<file path="src/rtl/uart_pkg.sv">
// Shared types and helpers for the uart/ block family.
// State enum, parity encodings and baud counter sizing.
package uart_pkg;

    typedef enum logic [2:0] {
        IDLE,
        START,
        DATA,
        PAR,
        STOP
    } tx_state_t;

    localparam int PAR_NONE = 0;
    localparam int PAR_EVEN = 1;
    localparam int PAR_ODD  = 2;

    // Counter width for a count of 0..clks-1, never below one bit.
    function automatic int cnt_width(input int clks);
        return (clks <= 2) ? 1 : $clog2(clks);
    endfunction

endpackage

</file>
<file path="src/rtl/uart_baud_gen.sv">
// Baud-rate down-counter; tick marks the last clk of a bit period.
// Reloads itself on tick, or immediately on load.
module uart_baud_gen
    import uart_pkg::*;
#(
    parameter int CLKS_PER_BIT = 16
) (
    input  logic clk,
    input  logic rst,
    input  logic load,
    output logic tick
);

    localparam int CW = cnt_width(CLKS_PER_BIT);
    localparam logic [CW-1:0] RELOAD = CW'(CLKS_PER_BIT - 1);

    logic [CW-1:0] cnt_q;
    logic [CW-1:0] cnt_d;

    // Count down, restarting the period at zero or on request.
    always_comb begin
        cnt_d = cnt_q - CW'(1);
        if (load || (cnt_q == '0)) begin
            cnt_d = RELOAD;
        end
    end

    // Counter register.
    always_ff @(posedge clk or posedge rst) begin
        if (rst) begin
            cnt_q <= '0;
        end else begin
            cnt_q <= cnt_d;
        end
    end

    assign tick = (cnt_q == '0);

endmodule

</file>
<file path="src/rtl/uart_tx_param.sv">
// Parametrised UART transmitter: start, DATA_W bits LSB first, parity, stops.
// Define UART_TX_BREAK_EN to add the brk input for line-break generation.
module uart_tx_param
    import uart_pkg::*;
#(
    parameter int DATA_W       = 8,
    parameter int PARITY       = 0,
    parameter int STOP_BITS    = 1,
    parameter int CLKS_PER_BIT = 16
) (
    input  logic              clk,
    input  logic              rst,
    input  logic              en,
    input  logic              start,
    output logic              ready,
    input  logic [DATA_W-1:0] in,
`ifdef UART_TX_BREAK_EN
    input  logic              brk,
`endif
    output logic              out,
    output logic              done,
    output logic              busy
);

    localparam int BW = (DATA_W <= 2) ? 1 : $clog2(DATA_W);
    localparam logic [BW-1:0] LAST = BW'(DATA_W - 1);

    tx_state_t         state_q, state_d;
    logic [DATA_W-1:0] shift_q, shift_d;
    logic [BW-1:0]     bit_q, bit_d;
    logic              par_q, par_d;
    logic              stop_q, stop_d;
    logic              brk_q, brk_d;
    logic              out_q, out_d;
    logic              done_q, done_d;
    logic              busy_q, busy_d;
    logic              live_q, live_d;
    logic              load;
    logic              tick;
    logic              brk_in;
    logic              accept;

`ifdef UART_TX_BREAK_EN
    assign brk_in = brk;
`else
    assign brk_in = 1'b0;
`endif

    // live_q keeps ready low until the first clk after reset.
    assign ready  = live_q && en && (state_q == IDLE) && !brk_in && !brk_q;
    assign accept = ready && start;

    uart_baud_gen #(
        .CLKS_PER_BIT(CLKS_PER_BIT)
    ) u_baud (
        .clk (clk),
        .rst (rst),
        .load(load),
        .tick(tick)
    );

    // Next-state, datapath and registered-output computation.
    always_comb begin
        state_d = state_q;
        shift_d = shift_q;
        bit_d   = bit_q;
        par_d   = par_q;
        stop_d  = stop_q;
        brk_d   = brk_q;
        done_d  = 1'b0;
        load    = 1'b0;
        live_d  = 1'b1;
        if (!en) begin
            state_d = IDLE;
            brk_d   = 1'b0;
        end else begin
            unique case (state_q)
                IDLE: begin
                    if (brk_in) begin
                        brk_d = 1'b1;
                    end else if (brk_q) begin
                        state_d = STOP;
                        stop_d  = 1'b0;
                        load    = 1'b1;
                    end else if (accept) begin
                        shift_d = in;
                        par_d   = (PARITY == PAR_ODD) ? ~^in : ^in;
                        bit_d   = '0;
                        load    = 1'b1;
                        state_d = START;
                    end
                end
                START: begin
                    if (tick) state_d = DATA;
                end
                DATA: begin
                    if (tick) begin
                        if (bit_q == LAST) begin
                            state_d = (PARITY != PAR_NONE) ? PAR : STOP;
                            stop_d  = 1'b0;
                        end else begin
                            bit_d   = bit_q + BW'(1);
                            shift_d = shift_q >> 1;
                        end
                    end
                end
                PAR: begin
                    if (tick) begin
                        state_d = STOP;
                        stop_d  = 1'b0;
                    end
                end
                STOP: begin
                    if (tick) begin
                        if ((STOP_BITS == 2) && !stop_q) begin
                            stop_d = 1'b1;
                        end else begin
                            state_d = IDLE;
                            done_d  = !brk_q;
                            brk_d   = 1'b0;
                        end
                    end
                end
                default: state_d = IDLE;
            endcase
        end
        unique case (state_d)
            IDLE:    out_d = !brk_d;
            START:   out_d = 1'b0;
            DATA:    out_d = shift_d[0];
            PAR:     out_d = par_d;
            default: out_d = 1'b1;
        endcase
        busy_d = (state_d != IDLE) || brk_d;
    end

    // State and output registers.
    always_ff @(posedge clk or posedge rst) begin
        if (rst) begin
            state_q <= IDLE;
            shift_q <= '0;
            bit_q   <= '0;
            par_q   <= 1'b0;
            stop_q  <= 1'b0;
            brk_q   <= 1'b0;
            out_q   <= 1'b1;
            done_q  <= 1'b0;
            busy_q  <= 1'b0;
            live_q  <= 1'b0;
        end else begin
            state_q <= state_d;
            shift_q <= shift_d;
            bit_q   <= bit_d;
            par_q   <= par_d;
            stop_q  <= stop_d;
            brk_q   <= brk_d;
            out_q   <= out_d;
            done_q  <= done_d;
            busy_q  <= busy_d;
            live_q  <= live_d;
        end
    end

    assign out  = out_q;
    assign done = done_q;
    assign busy = busy_q;

endmodule

</file>
<file path="config.mk">
export PLATFORM = sky130hd
export DESIGN_NAME = uart_tx_param
export DESIGN_NICKNAME = d
export VERILOG_FILES = /design/src/rtl/uart_pkg.sv /design/src/rtl/uart_baud_gen.sv /design/src/rtl/uart_tx_param.sv
export SDC_FILE = /design/constraint.sdc
export NUM_CORES = 1
export LEC_CHECK = 0
export ABC_CLOCK_PERIOD_IN_PS = 3600
export CAP_MARGIN = 20
export CORE_AREA = 5 5 60 62
export DETAILED_ROUTE_END_ITERATION = 16
export DIE_AREA = 0 0 65 67
export GPL_ROUTABILITY_DRIVEN = 0
export SLEW_MARGIN = 20
export SYNTH_ARGS = -nofsm -noshare
export SYNTH_HDL_FRONTEND = slang
export SYNTH_SLANG_ARGS = --single-unit
</file>
<file path="constraint.sdc">
create_clock -name clk -period 3.6 [get_ports clk]
set_clock_uncertainty 0.1 [all_clocks]
set_input_delay 0.72 -clock clk [delete_from_list [all_inputs] [get_ports clk]]
set_output_delay 0.72 -clock clk [all_outputs]
set_load 0.1 [all_outputs]
</file>
==> results of run 1 <==
## synth_stat cells (all sizes together) (2+ instances only)
| master | instances |
|---|---|
| inv | 9 |
| a21oi | 4 |
| nor2 | 15 |
| dfrtp | 23 |
| nor2b | 2 |
| and3 | 2 |
| nand3 | 5 |
| o21ai | 7 |
| xnor2 | 8 |
| buf | 4 |
| a221oi | 5 |
| or3b | 2 |
| ha | 3 |
| nand2 | 10 |
| nand2b | 2 |
| nor3 | 4 |
| a22oi | 2 |
## power groups by stage
stage / logic, uW / clock network, uW / registers (uW)
floorplan: 139 / 0 / 376
global placement: 189 / 0 / 374
detailed placement: 193 / 0 / 375
CTS: 194 / 127 / 370
global route: 221 / 140 / 380
finish: 192 / 123 / 370
## area by class of cell
| class | instances | area [um2] |
|---|---|---|
| Timing Repair Buffer | 16 | 173 |
| Sequential cell | 24 | 602 |
| Inverter | 9 | 33.8 |
| Clock buffer | 4 | 26.3 |
| Multi-Input combinational cell | 91 | 616 |
| Tap cell | 33 | 41.3 |
| Fill cell | 294 | 1490 |
## cells by family after synthesis
group | after synthesis | synth area share, %
fa+ha+maj | 3 | 2.92
buf+inv | 14 | 5.26
mux | 1 | 0.779
xor+xnor | 9 | 6.13
other cells | 1 | 0.292
flops | 24 | 46.8
simple gates | 50 | 21.3
compound gates | 27 | 16.5
## registers in the layout (all words and copies together) (netlist names)
name,count
bit_q,3
state_q,3
done,1
shift_q,8
live_q,1
par_q,1
out,1
brk_q,1
busy,1
u_baud.cnt_q,4
## path summary, 6_finish.rpt
check | start | to | slack (ps) | cells after the start
max | en | ready | 790 | 4
min | u_baud.cnt_q[0] | u_baud.cnt_q[0] | 370 | 1
max reg2reg | bit_q[0] | shift_q[6] | 1140 | 7
min reg2reg | u_baud.cnt_q[0] | u_baud.cnt_q[0] | 370 | 1
max in group asynchronous | rst | u_baud.cnt_q[2] | 2390 | 3
min in group asynchronous | rst | shift_q[1] | 580 | 2
## stage by stage
stage / power (uW) / worst slack (ps) / cell area (um2)
2_1_floorplan: 515 / 1100 / 1280
3_3_place_gp: 564 / 790 / 1450
3_5_place_dp: 568 / 663 / 1450
4_1_cts: 691 / 814 / 1480
5_1_grt: 740 / 746 / 1490
6_report: 684 / 793 / 1490
## per-layer routing
metal,GRT usage [%],vias up,wire length (um)
met5,0,-,0
met4,6.33,0,53
met3,2.87,5,104
met2,22.7,16,1210
met1,18.0,462,1210
li1,-,482,-
==> metrics, run 1 <==
Vias 965; Buf/Inv on CP 2; Port Buf Inserts 15; Inst Count DP 172; Die Wd 65 um; Post-Syn Instances 129; vias in the first global route 992; Power Dens Cells 459 nW/um2; area leader, netlist dfrtp_1; WL final 2570 um; Fin. Hold Viols 0; ANT nets after route 0; post-cts sizing count 0; most frequent cells in the layout dfrtp_1, nor2_1, clkdlybuf4s50_1, nand2_1, inv_1; Remaining Overflow, GRT 0; Pint 460 uW; # Post-CTS Setup Buffers 0; area share of the largest cell type after synthesis 44.8%; clk sink count 24; die height 67 um; CP Max Fanout 7; fraction of layout cells with a size suffix above 1 10.4%; Ys Warns 0; worst hold slack 371 ps; Ports 16; MaxCap Viol Count 0; register bit total from synthesis 24; Final Critical Period 2810 ps; switching power 224 uW; commonest non-fill, non-tap cell in the layout dfrtp_1; die area 4360 um2; Setup CP Type input pin to output pin; type of origin of the critical path input pin; clock network fraction of total power 17.9%; Tot GR Track Use 14.0%; Pins Over Slew Limit 0; status complete, no violations; initial antenna violation count 0; H-tree depth 1; sw frac 32.7%; Layout area overhead 16.1%; TritonCTS clock tree done; routed wire length per instance 14.5 um; Comb pwr share 28.0%; fin crit share 78.0%; Flop pwr share 54.0%; slew margin rel. 34.2%; CP max stage cell clkdlybuf4s50_1; Setup TNS Final 0 ps; pin count of the biggest net entering global routing 25; Post-CTS Hold Buffers 0; cts bufs inserted 3; worst-path cell chain clkdlybuf4s50_1, nor2b_1, and3_1, buf_12; crit-path max cell delay 590 ps; row count 20; sequential-to-total area share from yosys stat 46.8%; top_reg_cell synth dfrtp_1; final cell count without fillers 177; worst-margin pin slew 983 ps; largest cells by area after synthesis dfrtp_1, xnor2_1, nor2_1; fmax 356 MHz; Layout Utilization 50.1%; syn nets 144; worst min-delay path class flop to flop; share of synthesized registers carrying an async set or reset 100%; Initial Util 43.2%; syn_area_per_cell 9.96 um2; net count reported at finish 160; # diodes 0; LEAKAGE 0.000650 uW; DRC viols 0; Final setup viols 0; Clk pin slew, worst setup/hold paths 130 ps; EDFF count, synth 0; Post-Syn Area 1280 um2; HPWL after DPL 1920 um; Synth cell types 45; VDD IR max 0.000211 V; Starting DRT DRC Count 69; RSZ-0062 raised after global routing no; root buffer selected by CTS clkbuf_4; cell family with the largest share of critical-path delay buffers and inverters; global-route wire length before repair 4660 um; CP required 2780 ps; clock latency on the worst-skew pair 320 ps; drt pass-1 iters 4; DR vias/cell 5.45; Crit. End Element output pin; Core ar. 2980 um2; CTS max path bufs 2; critical path arrival 1990 ps
(Power assumes the default switching activity.)
==> run 2: changes to the inputs <==
--- a/config.mk
+++ b/config.mk
@@ -5,12 +5,13 @@
 export SDC_FILE = /design/constraint.sdc
 export NUM_CORES = 1
 export LEC_CHECK = 0
-export ABC_CLOCK_PERIOD_IN_PS = 3600
+export ABC_CLOCK_PERIOD_IN_PS = 2300
 export CAP_MARGIN = 20
 export CORE_AREA = 5 5 60 62
 export DETAILED_ROUTE_END_ITERATION = 16
 export DIE_AREA = 0 0 65 67
 export GPL_ROUTABILITY_DRIVEN = 0
+export PLACE_DENSITY = 0.67
 export SLEW_MARGIN = 20
 export SYNTH_ARGS = -nofsm -noshare
 export SYNTH_HDL_FRONTEND = slang
==> constraint.sdc (replaced) <==
create_clock -name clk -period 2.3 [get_ports clk]
set_clock_uncertainty 0.1 [all_clocks]
set_input_delay 0.46 -clock clk [delete_from_list [all_inputs] [get_ports clk]]
set_output_delay 0.46 -clock clk [all_outputs]
set_load 0.1 [all_outputs]
==> metrics, run 2 (synthesized netlist as in run 1, its figures left out) <==
worst-path cell chain clkdlybuf4s50_1, buf_4, nor2b_1, and3_1, buf_12; type of origin of the critical path input pin; MaxCap Viol Count 0 (unchanged); Reg with most FFs shift_q; pin count of the biggest net entering global routing 14 (-44%); Flop pwr share 51.4% (-2.6 points); clock latency on the worst-skew pair 320 ps (about the same); Port Buf Inserts 15 (unchanged); HPWL after DPL 2000 um (+3.9%); cell family with the largest share of critical-path delay buffers and inverters; cts bufs inserted 3 (unchanged); Setup CP Type input pin to output pin; CTS max path bufs 2 (unchanged); die area 4360 um2 (unchanged); DR vias/cell 5.41 (-0.81%); initial antenna violation count 0 (unchanged); CP max stage cell clkdlybuf4s50_1; fraction of layout cells with a size suffix above 1 22.5% (+12 points); Vias 995 (+3.1%); final cell count without fillers 184 (+4.0%); Final Critical Period 2240 ps; Initial Util 43.2% (unchanged); pre-CTS setup slack -80.9 ps (-744 ps); H-tree depth 1 (unchanged); most frequent cells in the layout dfrtp_1, nor2_1, clkdlybuf4s50_1, nand2_1, buf_4; global-route wire length before repair 4600 um (-1.5%); VDD IR max 0.000404 V (+92%); row count 20 (unchanged); net count reported at finish 167 (+4.4%); Fin. Hold Viols 0 (unchanged); biggest regs shift_q: 8 flops, u_baud.cnt_q: 4 flops; WL final 2630 um (+2.3%); TritonCTS clock tree done; die height 67 um (unchanged); Buf/Inv on CP 3 (+1); fmax 446 MHz; Setup TNS Final 0 ps (unchanged); DRC viols 0 (unchanged); Clk pin slew, worst setup/hold paths 130 ps (about the same); Layout area overhead 24.1%; Tot GR Track Use 13.8% (-0.21 points); Starting DRT DRC Count 77 (+12%); RSZ-0062 raised after global routing yes; clock network fraction of total power 20.0% (+2.1 points); Post-CTS Hold Buffers 0 (unchanged); status complete, no violations; Remaining Overflow, GRT 0 (unchanged); Crit. End Element output pin; vias in the first global route 980 (-1.2%); switching power 369 uW (+65%); critical path arrival 1680 ps (-310 ps); Ports 16 (unchanged); crit-path max cell delay 470 ps (-120 ps); CP Max Fanout 6 (-1); Final WS setup 58.7 ps (-734 ps); Pint 762 uW (+66%); fill cell count 269 (-8.5%); Final setup viols 0 (unchanged); Power Dens Cells 710 nW/um2 (+55%); Pins Over Slew Limit 0 (unchanged); commonest non-fill, non-tap cell in the layout dfrtp_1; Core ar. 2980 um2 (unchanged); # diodes 0 (unchanged); ANT nets after route 0 (unchanged); clk sink count 24 (unchanged); fin crit share 97.4%; Inst Count DP 179 (+4.1%); sw frac 32.6% (-0.11 points); root buffer selected by CTS clkbuf_4; Die Wd 65 um (unchanged); worst hold slack 312 ps (-58.9 ps); Comb pwr share 28.6% (+0.6 points); max reg flops 8 (unchanged); LEAKAGE 0.000702 uW (+7.9%); routed wire length per instance 14.3 um (-1.6%); CP required 1740 ps (-1040 ps); worst min-delay path class input pin to asynchronous set/reset pin; drt pass-1 iters 4 (unchanged)
## run 2: final cells by class
type,instances,area (um2),share of cell area (%)
clock buffer,4,36.3,2.28
inverter,9,33.8,2.12
multi-input combinational,91,664,41.7
sequential,24,602,37.8
tap,33,41.3,2.59
timing repair buffer,23,216,13.6
## run 2: final timing paths
check	start	to	slack [ps]	depth (start not counted)
min in group clk	u_baud.cnt_q[0]	u_baud.cnt_q[0]	370	1
hold reg to reg	u_baud.cnt_q[0]	u_baud.cnt_q[0]	370	1
hold / removal	rst	busy	310	2
setup / recovery	en	ready	60	5
setup reg to reg	bit_q[0]	shift_q[0]	70	8
max in group asynchronous	rst	live_q	1260	3
## run 2: timing repair
item	in CTS	in global routing
cloned	0	0
setup buffers	1	0
endpoints found under the setup margin	6	9
pin swaps	2	3
resized for setup	2	9
## run 2: per-layer routing
layer	share of wire, %	global-route usage, %	up-vias
met4	1.2	3.96	0
met3	4.8	4.89	5
li1	-	-	496
met5	0	0	-
met1	46	17.8	473
met2	48	21.8	21
## run 2: stage by stage
stage,instance area [um2],util [%],total power [uW]
floorplan,1280,-,806
global placement,1500,50.3,883
detailed placement,1500,50.3,897
CTS,1550,52.1,1130
global route,1590,53.5,1210
finish,1590,53.5,1130
## run 2: power groups by stage
| stage | combinational (uW) | sequential (uW) | clock (uW) |
|---|---|---|---|
| floorplan | 218 | 588 | 0 |
| global placement | 300 | 583 | 0 |
| detailed placement | 313 | 584 | 0 |
| CTS | 316 | 577 | 235 |
| global route | 363 | 598 | 253 |
| finish | 323 | 581 | 226 |
==> run 3: changes to the inputs <==
--- a/config.mk
+++ b/config.mk
@@ -12,7 +12,7 @@
 export DIE_AREA = 0 0 65 67
 export GPL_ROUTABILITY_DRIVEN = 0
 export PLACE_DENSITY = 0.67
-export SLEW_MARGIN = 20
+export SLEW_MARGIN = 25
 export SYNTH_ARGS = -nofsm -noshare
 export SYNTH_HDL_FRONTEND = slang
 export SYNTH_SLANG_ARGS = --single-unit
==> results of run 3 <==
No change in the layout: final DEF, timing and power equal those of run 2.
